## config.mk

```make
export PLATFORM = sky130hd
export DESIGN_NAME = opaque_serial_tx
export DESIGN_NICKNAME = d
export VERILOG_FILES = /design/src/rtl/opaque_serial_tx.sv
export SDC_FILE = /design/constraint.sdc
export NUM_CORES = 1
export LEC_CHECK = 0
export ABC_AREA = 0
export CORE_UTILIZATION = 62
export DETAILED_ROUTE_END_ITERATION = 8
export PLACE_DENSITY = 0.84
export SLEW_MARGIN = 10
export SYNTH_ARGS = -nofsm -noshare
export SYNTH_HDL_FRONTEND = slang
export SYNTH_SLANG_ARGS = --single-unit
```

## constraint.sdc

```tcl
create_clock -name Clock -period 5.6 [get_ports Clock]
set_clock_uncertainty 0.05 [all_clocks]
set_input_delay 1.4 -clock Clock [delete_from_list [all_inputs] [get_ports Clock]]
set_output_delay 1.4 -clock Clock [all_outputs]
set_load 0.01 [all_outputs]
```

## src/rtl/opaque_serial_tx.sv

```systemverilog
// Opaque serial transmitter: UART-style framing (start, N data bits LSB first,
// optional parity, 1 or 2 stop bits) with Cts flow control and a registered Tx.
module opaque_serial_tx #(
    parameter int N            = 8,
    parameter int CLKS_PER_BIT = 16,
    parameter int PARITY_EN    = 0,
    parameter int PARITY_ODD   = 0,
    parameter int STOP_BITS    = 1
) (
    input  logic         Clock,
    input  logic         Reset,
    input  logic [N-1:0] Din,
    input  logic         Din_send,
    output logic         Din_ready,
    output logic         Din_finish,
    input  logic         Cts,
    output logic         Tx,
    output logic         Busy
);

    localparam int               CNT_W      = $clog2(N + 1);
    localparam logic [15:0]      BAUD_MAX   = 16'(CLKS_PER_BIT - 1);
    localparam logic [CNT_W-1:0] LAST_BIT   = CNT_W'(N);
    localparam logic             ODD_BIT    = (PARITY_ODD != 0);
    localparam bit               HAS_PARITY = (PARITY_EN != 0);
    localparam bit               TWO_STOP   = (STOP_BITS == 2);

    typedef enum logic [2:0] {
        IDLE,
        START,
        DATA,
        PARITY,
        STOP
    } state_t;

    state_t             state_q, state_d;
    logic [15:0]        baud_q, baud_d;
    logic [CNT_W-1:0]   bit_cnt_q, bit_cnt_d;
    logic [N-1:0]       shift_q, shift_d;
    logic               par_q, par_d;
    logic               stop2_q, stop2_d;
    logic               tx_q, tx_d;
    logic               finish_q, finish_d;

    assign Din_ready  = (state_q == IDLE) && Cts;
    assign Busy       = (state_q != IDLE);
    assign Tx         = tx_q;
    assign Din_finish = finish_q;

    // Next-state logic: each bit boundary is the edge where the baud counter is 0;
    // Tx is set to the value of the bit being entered so it comes straight off a flop.
    always_comb begin
        state_d   = state_q;
        baud_d    = baud_q;
        bit_cnt_d = bit_cnt_q;
        shift_d   = shift_q;
        par_d     = par_q;
        stop2_d   = stop2_q;
        tx_d      = tx_q;
        finish_d  = 1'b0;

        case (state_q)
            IDLE: begin
                if (Din_send && Din_ready) begin
                    state_d   = START;
                    shift_d   = Din;
                    // Parity is captured up front because the shifter empties during DATA.
                    par_d     = (^Din) ^ ODD_BIT;
                    baud_d    = BAUD_MAX;
                    bit_cnt_d = '0;
                    stop2_d   = 1'b0;
                    tx_d      = 1'b0;
                end
            end

            START: begin
                if (baud_q == '0) begin
                    state_d   = DATA;
                    baud_d    = BAUD_MAX;
                    tx_d      = shift_q[0];
                    shift_d   = shift_q >> 1;
                    bit_cnt_d = {{(CNT_W-1){1'b0}}, 1'b1};
                end else begin
                    baud_d = baud_q - 1'b1;
                end
            end

            DATA: begin
                if (baud_q == '0) begin
                    baud_d = BAUD_MAX;
                    if (bit_cnt_q == LAST_BIT) begin
                        if (HAS_PARITY) begin
                            state_d = PARITY;
                            tx_d    = par_q;
                        end else begin
                            state_d = STOP;
                            tx_d    = 1'b1;
                            stop2_d = 1'b0;
                        end
                    end else begin
                        tx_d      = shift_q[0];
                        shift_d   = shift_q >> 1;
                        bit_cnt_d = bit_cnt_q + 1'b1;
                    end
                end else begin
                    baud_d = baud_q - 1'b1;
                end
            end

            PARITY: begin
                if (baud_q == '0) begin
                    state_d = STOP;
                    baud_d  = BAUD_MAX;
                    tx_d    = 1'b1;
                    stop2_d = 1'b0;
                end else begin
                    baud_d = baud_q - 1'b1;
                end
            end

            STOP: begin
                if (baud_q == '0) begin
                    if (TWO_STOP && !stop2_q) begin
                        stop2_d = 1'b1;
                        baud_d  = BAUD_MAX;
                    end else begin
                        state_d   = IDLE;
                        finish_d  = 1'b1;
                        tx_d      = 1'b1;
                        bit_cnt_d = '0;
                        stop2_d   = 1'b0;
                        baud_d    = '0;
                    end
                end else begin
                    baud_d = baud_q - 1'b1;
                end
            end

            default: begin
                state_d = IDLE;
                tx_d    = 1'b1;
            end
        endcase
    end

    // State registers; asynchronous reset returns the line to idle-high at once.
    always_ff @(posedge Clock or negedge Reset) begin
        if (!Reset) begin
            state_q   <= IDLE;
            baud_q    <= '0;
            bit_cnt_q <= '0;
            shift_q   <= '0;
            par_q     <= 1'b0;
            stop2_q   <= 1'b0;
            tx_q      <= 1'b1;
            finish_q  <= 1'b0;
        end else begin
            state_q   <= state_d;
            baud_q    <= baud_d;
            bit_cnt_q <= bit_cnt_d;
            shift_q   <= shift_d;
            par_q     <= par_d;
            stop2_q   <= stop2_d;
            tx_q      <= tx_d;
            finish_q  <= finish_d;
        end
    end

endmodule

```

==> impl_metrics.ini <==
[yosys]
synth_cell_types = 54
syn_nets = 234
yosys_most_used_dff = dfrtp_1
yosys.area.top_type_share = 0.410
async_reset_ff_frac = 1.00
syn_inst = 219
synth.ff_latch_count = 33
syn_avg_cell_area_um2 = 8.92
synth.area.top_cells = dfrtp_1 (41%), o21ai_0 (6.1%), nor2_1 (4.4%), o221a_2 (4.0%), or3_1 (3.5%)
synth_edf_count = 0
synth_area_um2 = 1950
synth_area_leader_cell = dfrtp_1
synth_warnings = 0
yosysSeqAreaShare = 0.423

[timing]
worst_pin_slew_ns = 0.656
hold_violations = 0
fmax_mhz = 247
drv_slew = 0
relSlewSlack = 0.563
min_period_ns = 4.04
post-route-period-util = 0.722
tns_ns = 0
rsz0062_at_grt = no
setup_violations = 0

[final_layout]
layout_common_cells = dfrtp_1 (32), o21ai_0 (24), nor2_1 (23)
fin_util = 0.729
seqCellArea_um2 = 827
drive_gt1_frac = 0.120
stdcell_count = 278
diodes = 0
layout_commonest_cell = dfrtp_1
multi_input_area_um2 = 1050
fill_cells = 227
nNetsFinal = 248
syn_to_final_growth_pct = 13.1

[grt]
track_usage = 0.302
antenna_found_initial = 0
grt-ovfl-total = 0
grt_pass1_vias = 1811
grt_max_degree = 34
grt_pass1_wl_um = 7680

[clocking]
cts_sinks = 33
clk_pin_slew_ns = 0.11
postCtsSetupRepairBufs = 0
hold_buffers = 0
cts_tree = done
clockBufferDepth = 2
root_buffer = clkbuf_4
clock_latency_ns = 0.35
ctsResizeCount = 0
htree_num_levels = 2
cts_buffers = 5

[die]
die_h_um = 58.1
io_pins = 16
core_area_um2 = 3030
start_util = 0.645
die_w_um = 58.1
die_area_um2 = 3380
rows = 20

[hold_path]
min_path_type = flip-flop to flip-flop
whs_path_depth = 2

[pwr]
p_leak_nw = 0.869
pwr_density_cell_nw_per_um2 = 464
vdd_drop_max_v = 0.000349

[critical_path]
crit_cells = 4
r2r_cells = 7
crit_chain = clkdlybuf4s50_1, inv_1, nor2_1, clkdlybuf4s50_1
crit_type = input port to primary output
cpPeakStageDelay_ns = 0.55
slowest_stage = clkdlybuf4s50_1
crit_path_frequent_cell = clkdlybuf4s50_1
start_kind = input port
critPathArrivalTime_ns = 2.59
cp-end-kind = primary output
path_max_fanout = 4
required_ns = 4.15
cp_top_family = buffers and inverters
path_buf_inv = 3

[detailed_routing]
wl_um = 4530
first_iter_violations = 115
firstDrtPassIters = 5
drtAntennaViolNets = 0
via_per_inst = 6.47
avgRoutedWirePerCell_um = 16.3
drcViolationCount = 0
via_count = 1798

[placement]
port_buffers = 15
place_congestion = 0.974
dp.final_hpwl_um = 3120
placed_cells = 270

[status]
outcome = completed

[job]
maxCapViolCount = 0
[stage by stage]
stage	worst slack (ns)	hold WS (ns)	area (µm²)	power (W)
2_1_floorplan	2.56	0.416	1950	0.000723
3_3_place_gp	1.57	0.434	2120	0.000798
3_5_place_dp	1.55	0.446	2120	0.000828
4_1_cts	1.55	0.451	2210	0.00102
5_1_grt	1.48	0.489	2210	0.00109
6_report	1.56	0.438	2210	0.00102
[path summary, 6_finish.rpt]
path	slack (ns)	to	from
min in group asynchronous	1.39	shift_q[1]$_DFFE_PN0P_	Reset
min	0.44	Tx$_DFFE_PN1P_	shift_q[0]$_DFFE_PN0P_
max in group asynchronous	3.79	Tx$_DFFE_PN1P_	Reset
min reg2reg	0.44	Tx$_DFFE_PN1P_	shift_q[0]$_DFFE_PN0P_
max reg2reg	2.85	shift_q[2]$_DFFE_PN0P_	baud_q[0]$_DFFE_PN0P_
max	1.56	Din_ready	Cts
[final cells by class]
cell class,count,share of cell area
Inverter,8,0.0136
Timing Repair Buffer,17,0.0748
Clock inverter,1,0.0136
Tap cell,44,0.0249
Multi-Input combinational cell,168,0.474
Clock buffer,7,0.0249
Sequential cell,33,0.375
[power breakdown]
part / internal, W / switching (W) / leakage, nW / total [W]
logic: 0.000176 / 0.000242 / 0.419 / 0.000418
registers: 0.000318 / 0.0000955 / 0.405 / 0.000414
clock network: 0.000107 / 0.0000865 / 0.0455 / 0.000193
total: 0.000601 / 0.000424 / 0.869 / 0.00102
[sequential cells by signal, summed over array words and instances (netlist names)]
signal      count
Tx              1
shift_q         8
Din_finish      1
bit_cnt_q       4
state_q         3
baud_q         16
[cells in the mapped netlist, types with 4 or more instances]
cell type,count
dfrtp_1,32
o21ai_0,24
nor2_1,23
nand2_1,17
a21oi_1,11
nor3_1,11
or3_1,11
inv_1,8
o221a_2,7
clkbuf_1,5
o22ai_1,5
nor4_1,4
[kinds of logic after synthesis]
family | share of synthesized area
AND/OR/NAND/NOR | 0.273
AO/OA/AOI/OAI | 0.230
flip-flops | 0.423
adder cells (fa/ha/maj) | 0.0192
buffers and inverters | 0.0410
XOR/XNOR | 0.0135
[routing by layer]
metal  up-vias  share of wire  track usage  wire (µm)
met5         -              0            0          0
met4         0          0.028        0.214        129
met3        16          0.056       0.0692        254
met2        71           0.48        0.461       2200
met1       865           0.43        0.378       1950
li1        846              -            -          -
[worst min-delay path, delay by kind of cell (launching register included)]
kind	cells	cell delay, ns
flops	1	0.39
simple gates	1	0.06
compound gates	1	0.05
No activity file was read; power rests on OpenSTA's default activity.
